## config.mk

```make
export PLATFORM = sky130hd
export DESIGN_NAME = fetch_queue_unit
export DESIGN_NICKNAME = d
export VERILOG_FILES = /design/src/rtl/fetch_queue_unit.sv
export SDC_FILE = /design/constraint.sdc
export NUM_CORES = 1
export LEC_CHECK = 0
export ABC_AREA = 0
export BUFFER_PORTS_ARGS = -buffer_cell sky130_fd_sc_hd__buf_2
export CELL_PAD_IN_SITES_DETAIL_PLACEMENT = 1
export CELL_PAD_IN_SITES_GLOBAL_PLACEMENT = 2
export CORE_UTILIZATION = 35
export DETAILED_ROUTE_END_ITERATION = 8
export PLACE_DENSITY = 0.86
export RECOVER_POWER = 50
export SETUP_SLACK_MARGIN = 0.1
export SLEW_MARGIN = 20
export SYNTH_ARGS = -nofsm -noshare
export SYNTH_HDL_FRONTEND = slang
export SYNTH_SLANG_ARGS = --single-unit
export TNS_END_PERCENT = 10
```

## constraint.sdc

```tcl
create_clock -name clk -period 2.9 [get_ports clk]
set_input_delay 0.58 -clock clk [delete_from_list [all_inputs] [get_ports clk]]
set_output_delay 0.58 -clock clk [all_outputs]
set_load 0.02 [all_outputs]
```

## src/rtl/fetch_queue_unit.sv

```systemverilog
// fetch_queue_unit: PC generation, instruction fetch and fetch queue.
// Redirects flush the queue and restart fetch at the resolved target.
module fetch_queue_unit #(
  parameter int              XLEN     = 32,
  parameter int              DEPTH    = 4,
  parameter logic [XLEN-1:0] RESET_PC = '0
) (
  input  logic            clk,
  input  logic            reset,
  input  logic            branch,
  input  logic            bne,
  input  logic            zero,
  input  logic            jump,
  input  logic            jr,
  input  logic [XLEN-1:0] br_pc,
  input  logic [XLEN-1:0] offset,
  input  logic [27:0]     jump_target,
  input  logic [XLEN-1:0] jr_target,
  output logic            imem_req,
  output logic [XLEN-1:0] imem_addr,
  input  logic [XLEN-1:0] imem_rdata,
  output logic            out_valid,
  input  logic            out_ready,
  output logic [XLEN-1:0] out_instr,
  output logic [XLEN-1:0] out_pc,
  output logic [XLEN-1:0] out_link
);

  localparam int AW = $clog2(DEPTH);
  localparam int CW = AW + 1;
  localparam logic [CW-1:0] FULL = CW'(DEPTH);

  logic [XLEN-1:0] fetch_pc;
  logic [XLEN-1:0] inflight_pc;
  logic            inflight;
  logic [XLEN-1:0] br_pc4;
  logic [XLEN-1:0] target;
  logic            take_beq;
  logic            take_bne;
  logic            redirect;
  logic            push;
  logic            pop;
  logic [CW-1:0]   count;
  logic [CW-1:0]   occ;
  logic [AW-1:0]   rd_ptr;
  logic [AW-1:0]   wr_ptr;
  logic [XLEN-1:0] instr_q [DEPTH];
  logic [XLEN-1:0] pc_q    [DEPTH];

  assign take_beq = branch & zero;
  assign take_bne = bne & ~zero;
  assign redirect = take_beq | take_bne | jump | jr;
  assign br_pc4   = br_pc + XLEN'(4);

  // Redirect target, taken branches first, then jump, then jr.
  always_comb begin
    target = jr_target;
    if (take_beq | take_bne) begin
      target = br_pc4 + offset;
    end else if (jump) begin
      target = {br_pc4[XLEN-1:28], jump_target};
    end
  end

  // Count the outstanding request so the queue can never overflow.
  assign occ      = count + {{(CW-1){1'b0}}, inflight};
  assign imem_req = reset & ~redirect & (occ < FULL);
  assign imem_addr = fetch_pc;

  assign out_valid = (count != '0);
  assign push      = inflight & ~redirect;
  assign pop       = out_valid & out_ready & ~redirect;

  assign out_instr = instr_q[rd_ptr];
  assign out_pc    = pc_q[rd_ptr];
  assign out_link  = out_pc + XLEN'(8);

  // Fetch PC: load target on redirect, step by 4 per request.
  always_ff @(posedge clk or negedge reset) begin
    if (!reset) begin
      fetch_pc <= RESET_PC;
    end else if (redirect) begin
      fetch_pc <= target;
    end else if (imem_req) begin
      fetch_pc <= fetch_pc + XLEN'(4);
    end
  end

  // Track the request whose data returns next cycle.
  always_ff @(posedge clk or negedge reset) begin
    if (!reset) begin
      inflight    <= 1'b0;
      inflight_pc <= RESET_PC;
    end else begin
      inflight    <= imem_req;
      inflight_pc <= fetch_pc;
    end
  end

  // Queue pointers and count; a redirect empties the queue.
  always_ff @(posedge clk or negedge reset) begin
    if (!reset) begin
      rd_ptr <= '0;
      wr_ptr <= '0;
      count  <= '0;
    end else if (redirect) begin
      rd_ptr <= '0;
      wr_ptr <= '0;
      count  <= '0;
    end else begin
      if (push) begin
        wr_ptr <= wr_ptr + AW'(1);
      end
      if (pop) begin
        rd_ptr <= rd_ptr + AW'(1);
      end
      unique case ({push, pop})
        2'b10:   count <= count + CW'(1);
        2'b01:   count <= count - CW'(1);
        default: count <= count;
      endcase
    end
  end

  // Queue storage, written with the returning word and its PC.
  always_ff @(posedge clk) begin
    if (push) begin
      instr_q[wr_ptr] <= imem_rdata;
      pc_q[wr_ptr]    <= inflight_pc;
    end
  end

endmodule

```

==> results of run 1 <==
==> per-stage QoR <==
| step | instance area (um2) | util | setup WS (ns) | hold WS [ns] | total power, W |
|---|---|---|---|---|---|
| 5_1_grt | 21400 | 0.482 | -0.686 | 0.325 | 0.0122 |
| 2_1_floorplan | 15900 | - | -0.487 | 0.284 | 0.00643 |
| 3_5_place_dp | 19700 | 0.442 | -0.805 | 0.414 | 0.00737 |
| 4_1_cts | 21200 | 0.477 | -0.581 | 0.0761 | 0.0119 |
| 6_report | 21400 | 0.482 | -0.576 | 0.323 | 0.0118 |
| 3_3_place_gp | 19700 | 0.442 | -0.714 | 0.418 | 0.00731 |
==> worst register-to-register path: stages, from the launching register on <==
cell and delay (ns):
dfrtp_1 0.53, nand4_1 0.31, nor4_4 0.38, buf_4 0.24, nand4_1 0.12, xnor2_1 0.17, a221o_1 0.35, o22ai_1 0.13
a21oi_1 0.07
==> cell families after synthesis <==
logic type	after synthesis	synth area share
compound gates	215	0.0880
xor+xnor	96	0.0539
fa+ha+maj	46	0.0372
buf+inv	71	0.0199
flops	328	0.598
mux	78	0.101
simple gates	300	0.102
==> where the power goes <==
group / switching [W] / internal [W]
clock network: 0.00179 / 0.00270
registers: 0.000285 / 0.00535
logic: 0.000920 / 0.000719
==> state kept, by name, summed over array words and instances, names as in the netlist <==
name and count:
wr_ptr 2, rd_ptr 2, pc_q 128, imem_addr 32, inflight 1, inflight_pc 32
count 3, instr_q 128
==> cell usage in the layout (no fill, tap or decap), drive strengths merged, types with 5 or more instances in the layout <==
master  Yosys  routed
buf        21     498
edfxtp    256     256
clkbuf     27      82
nand2      77      77
dfrtp      72      72
xnor2      71      71
mux4       64      64
nor2       60      60
a21oi      58      58
nand3      50      50
ha         44      44
o21ai      44      44
and3       31      31
nand4      26      26
xor2       24      24
inv        22      23
a21o       16      16
nor3       15      15
mux2i      12      12
clkinv      1      12
a31oi      11      11
o21a       10      10
o211ai      9       9
and2        9       9
o22ai       8       8
a221o       7       7
and4        7       7
o31ai       7       7
o21bai      6       6
o221ai      6       6
nor2b       5       5
bufinv      0       5
nor4        5       5
==> layout make-up <==
class	count	area (um2)
antenna	1	2.50
clock buffer	43	916
clock inverter	18	226
fill	4696	23100
inverter	23	86.3
multi-input combinational	735	6400
sequential	328	9490
tap	592	741
timing repair buffer	538	3580
==> final timing paths <==
kind	startpoint	end	slack, ns	cells past startpoint
min in group asynchronous	reset	imem_addr[6]	0.48	2
max	rd_ptr[0]	out_link[21]	-0.58	10
min	imem_rdata[29]	instr_q[3][29]	0.32	1
min reg2reg	imem_addr[0]	inflight_pc[0]	0.42	0
max in group asynchronous	reset	imem_addr[29]	1.31	2
max reg2reg	imem_addr[8]	imem_addr[25]	0.39	8
==> metal layers <==
metal  global-route usage  routed length, um  vias to the layer above
li1                     -                  -                     5463
met1                0.279              21000                     5976
met2                0.370              25300                      390
met3               0.0316               2480                       64
met4               0.0617               1240                        0
met5                    0                  0                        -
==> repair_timing <==
action                     in CTS  in global routing
buffers inserted               17                  5
pin swaps                      31                 23
setup endpoints to repair      77                 92
resized for setup              81                 64
cloned                          0                  0
==> run summary, run 1 <==
Leak: 8.35 nW
Num ports: 294
Max VDD drop: 0.392 mV
Syn Inst Count: 1134
Crit start category: flip-flop
Largest fanout on the critical path: 6
Worst Path Buf+Inv: 2
Finished Layout Cells: 2278
H-tree levels: 2
Num CTS Buffers: 34
Clock root buffer: clkbuf_16
Via density: 5.22
CORE AREA: 44500 um2
Synth warnings: 0
Total number of vias: 11.9k
Slew HR: -0.191
Cell variety after synth: 73
Synth area leaders: edfxtp_1, dfrtp_1, mux4_2
Slew @ Worst Pin: 1.78 ns
Max-cap viol count: 2
Area delta synth->final: 35.1%
Top_reg_cell synth: edfxtp_1
Unrepaired setup endpoints after global routing: yes
Setup TNS Final: -12.40 ns
Clk sinks: 328
Grt total ovfl: 0
Cell Chain, Critical Path: mux4_2, and2_4, and3_4, and2_4, nand2_4, nor2_4, buf_12, nand2_2, xnor2_1, buf_4
Syn Std Cell Area: 15900 um2
Worst-path clk slew: 0.06 ns
Nets: 1870
Worst path required time: 2.32 ns
Most numerous cell in the Yosys netlist: edfxtp_1
CTS tree: built
CP endpoint kind: output pin
Final GP Congestion: 0.881
Die Span Y: 215 um
Critical Path AT: 2.90 ns
Net Count, Synth: 1344
WL/cell: 21.9 um
Seq/Total Area, Yosys: 0.598
Setup violations, final: 38
Routed Antenna Nets: 0
HPWL after DPL: 36400 um
Most instantiated cells after synthesis: edfxtp_1, nand2_1, dfrtp_1
PD cells: 548 nW/um2
Worst Hold Class: in -> reg
Crit path max-delay family: simple AND/OR/NAND/NOR gates
GR Util All Layers: 0.214
Period minus WS final: 3.48 ns
Tcrit/Tclk final: 1.20
Worst Skew: 0.0214 ns
#FFs+latches synth: 328
CTS Buffer Depth: 3
Peak Freq: 288 MHz
Failing checks: capacitance limit, slew limit, setup timing
Antenna violations before repair: 1
Status: finished, violations left
Mean Syn Cell Area: 14.0 um2
Latest clock arrival within the worst-skew pair: 0.52 ns
Largest net degree at the start of global routing: 46
Vias in the first global route: 12.7k
Starting Density: 0.357
Chip width: 215 um
First-pass GRT wire length: 75700 um
CP most frequent cell: and2_4
Final Worst Setup Slack: -0.576 ns
Post-synth top area cell: edfxtp_1
Pre-Repair DR Iteration Count: 4
Final hold violation count: 0
FP Rows: 77
Layout cells sized above 1: 0.414
Total die area: 46200 um2
Max stage delay on crit path: 0.54 ns
Initial detailed-routing violation count: 622
Pins Over Slew Limit: 71
DP Cell Count: 2194
Asr flop ratio synth: 0.220
Crit path kind: reg -> out
Post-synth EDFFs: 256
IO Port Bufs: 293
DRC viols: 0
DRT Wirelength: 50000 um
Hold-fix buffers at CTS: 0
Post-synth top area share: 0.484
Crit path max-delay cell type: dfrtp_4
Note: power is estimated with default switching activity, not from simulation.
==> run 2, diff against run 1 <==
- SKIP_LAST_GASP: not set -> 1
==> run 2 against run 1 <==
The run still ends with capacitance limit, slew limit, setup timing left. First-iteration DRC count is 2.9% higher. Clock skew hardly changed. Critical endpoint is now out_link[30]. Global-route usage is 0.19 points lower. Largest cell class unchanged. Highest routed layer unchanged. Die area stayed put. Count of clock-buffer cells in the layout stayed put. Combinational power hardly changed. Register-to-register slack better by 0.09 ns. Wire length is 2.1% lower. Non-clock buffer count is 1 lower. Final area is 1.4% lower. Fmax is 0.55% higher. Final cell count hardly changed.
==> run summary, run 2 (same netlist as run 1, synthesis figures left out) <==
Max VDD drop: 0.351 mV (was 0.392 mV)
Top flop regs: instr_q x128, pc_q x128 (unchanged)
Final GP Congestion: 0.881 (unchanged)
Pins Over Slew Limit: 28 (was 71)
R2R Path End: imem_addr[28] (was imem_addr[25])
Clk sinks: 328 (unchanged)
Die Span Y: 215 um (unchanged)
Crit path max-delay cell type: dfrtp_4 (unchanged)
Finished Layout Cells: 2277 (was 2278)
First-pass GRT wire length: 75100 um (was 75700 um)
CP endpoint kind: output pin (unchanged)
GR Util All Layers: 0.212 (was 0.214)
Worst Skew: 0.0211 ns (was 0.0214 ns)
Most frequent cells in the layout: edfxtp_1, buf_2, buf_4 (was edfxtp_1, buf_4, buf_2)
Slew @ Worst Pin: 1.59 ns (was 1.78 ns)
Peak Freq: 289 MHz (was 288 MHz)
Initial detailed-routing violation count: 640 (was 622)
Most common cell after layout, fill and taps aside: edfxtp_1 (unchanged)
Critical Path AT: 2.88 ns (was 2.90 ns)
Crit start category: flip-flop (unchanged)
Total number of vias: 11.8k (was 11.9k)
DP Cell Count: 2194 (unchanged)
Setup violations, final: 43 (was 38)
Pre-Repair DR Iteration Count: 5 (was 4)
Final Worst Setup Slack: -0.558 ns (was -0.576 ns)
Chip width: 215 um (unchanged)
Total Power: 0.0117 W (was 0.0118 W)
Largest net degree at the start of global routing: 46 (unchanged)
Starting Density: 0.357 (unchanged)
Via density: 5.20 (was 5.22)
H-tree levels: 2 (unchanged)
Period minus WS final: 3.46 ns (was 3.48 ns)
Num CTS Buffers: 34 (unchanged)
Register area: 9490 um2 (unchanged)
Worst Hold Class: in -> reg (unchanged)
FP Rows: 77 (unchanged)
Status: finished, violations left (unchanged)
Latest clock arrival within the worst-skew pair: 0.52 ns (about the same)
DP Area: 19700 um2 (unchanged)
Max-cap viol count: 1 (was 2)
DRT Wirelength: 48900 um (was 50000 um)
Multi-input logic area: 6220 um2 (was 6400 um2)
Leak: 8.25 nW (was 8.35 nW)
Unrepaired setup endpoints after global routing: yes (unchanged)
DRC viols: 0 (unchanged)
Worst path required time: 2.32 ns (about the same)
Antenna violations before repair: 1 (unchanged)
Vias in the first global route: 12.7k (about the same)
Crit path to: out_link[30] (was out_link[21])
Cell Chain, Critical Path: buf_8, mux4_2, and3_4, and4_4, nand3_4, nor2_4, and3_4, nand3_2, xnor2_2, buf_4 (was mux4_2, and2_4, and3_4, and2_4, nand2_4, nor2_4, buf_12, nand2_2, xnor2_1, buf_4)
Crit path kind: reg -> out (unchanged)
Slew HR: -0.0580 (was -0.191)
Worst-path clk slew: 0.06 ns (about the same)
Num ports: 294 (unchanged)
Layout cells sized above 1: 0.395 (was 0.414)
R2R Setup Slk: 0.48 ns (was 0.39 ns)
Failing checks: capacitance limit, slew limit, setup timing (unchanged)
CTS tree: built (unchanged)
Tcrit/Tclk final: 1.19 (was 1.20)
Fillers: 4710 (was 4696)
PD cells: 555 nW/um2 (was 548 nW/um2)
Hold depth: 1 (unchanged)
HPWL after DPL: 36400 um (unchanged)
CTS Buffer Depth: 3 (unchanged)
CORE AREA: 44500 um2 (unchanged)
WL/cell: 21.5 um (was 21.9 um)
Area delta synth->final: 33.3% (was 35.1%)
Fin area: 21100 um2 (was 21400 um2)
IO Port Bufs: 293 (unchanged)
Clock root buffer: clkbuf_16 (unchanged)
Max stage delay on crit path: 0.54 ns (about the same)
CP most frequent cell: and3_4 (was and2_4)
CP Launch Point: rd_ptr[0] (unchanged)
Routed Antenna Nets: 0 (unchanged)
Grt total ovfl: 0 (unchanged)
Nets: 1869 (was 1870)
FF-to-FF path depth: 8 (unchanged)
Worst r2r src: imem_addr[8] (unchanged)
Final hold violation count: 0 (unchanged)
Largest fanout on the critical path: 6 (unchanged)
Total die area: 46200 um2 (unchanged)
[run 2: changes by cell type in the layout (fill, tap and decap cells not counted), moves of 5 or more]
cell | before | now
ha_1 | 39 | 44
buf_6 | 18 | 7
a21oi_1 | 51 | 57
buf_4 | 239 | 231
xnor2_1 | 59 | 65
o21ai_1 | 10 | 3
a21oi_2 | 7 | 1
buf_2 | 225 | 248
xnor2_2 | 12 | 6
ha_2 | 5 | 0
o21ai_0 | 34 | 41
[run 2: area by class of cell]
type | instances | area share
diodes | 1 | 0.000118
clock buffers | 43 | 0.0433
clock inverters | 18 | 0.0107
inverters | 23 | 0.00408
multi-input cells | 735 | 0.294
flip-flops and latches | 328 | 0.449
well taps | 592 | 0.0350
repair buffers | 537 | 0.164
[run 2: metrics by stage]
step	setup WS [ns]	utilization	hold slack, ns	TNS (ns)
after global placement	-0.714	0.442	0.418	-11.21
after global routing	-0.676	0.475	0.326	-21.28
after CTS	-0.581	0.474	0.0761	-13.97
after detailed placement	-0.805	0.442	0.414	-13.73
after floorplan	-0.487	-	0.284	-4.43
final	-0.558	0.475	0.323	-13.13
[run 2: critical path: cells and delay by family (launching register included)]
| family | cells | cell delay [ns] |
|---|---|---|
| XOR/XNOR | 1 | 0.15 |
| multiplexers | 1 | 0.35 |
| flip-flops | 1 | 0.54 |
| AND/OR/NAND/NOR | 6 | 1.00 |
| buffers and inverters | 2 | 0.31 |
[run 2: timing repair]
action / CTS / global route
endpoints found under the setup margin: 77 / 99
buffers inserted: 17 / 4
gates resized for setup: 40 / 16
hold buffers: 0 / 0
hold endpoints to repair: 0 / 0
pin swaps: 20 / 11
[run 2: per-layer routing]
metal | track usage | part of all wire
met1 | 0.275 | 0.43
met2 | 0.365 | 0.49
met3 | 0.0321 | 0.050
met4 | 0.0643 | 0.028
met5 | 0 | 0
[run 2: where the power goes]
part | leakage [nW] | total, W | switching, W | internal, W
logic | 4.54 | 0.00162 | 0.000908 | 0.000707
clock network | 0.561 | 0.00448 | 0.00178 | 0.00270
registers | 3.15 | 0.00563 | 0.000283 | 0.00535
[run 2: worst min path at each step]
| stage | startpoint | endpoint | slack (ns) |
|---|---|---|---|
| 3_3_place_gp | imem_addr[0] | inflight_pc[0] | 0.42 |
| 4_1_cts | reset | imem_addr[9] | 0.08 |
| 2_1_floorplan | reset | count[0] | 0.28 |
| 6_report | imem_rdata[29] | instr_q[3][29] | 0.32 |
| 3_5_place_dp | imem_addr[0] | inflight_pc[0] | 0.41 |
| 5_1_grt | imem_rdata[26] | instr_q[0][26] | 0.33 |
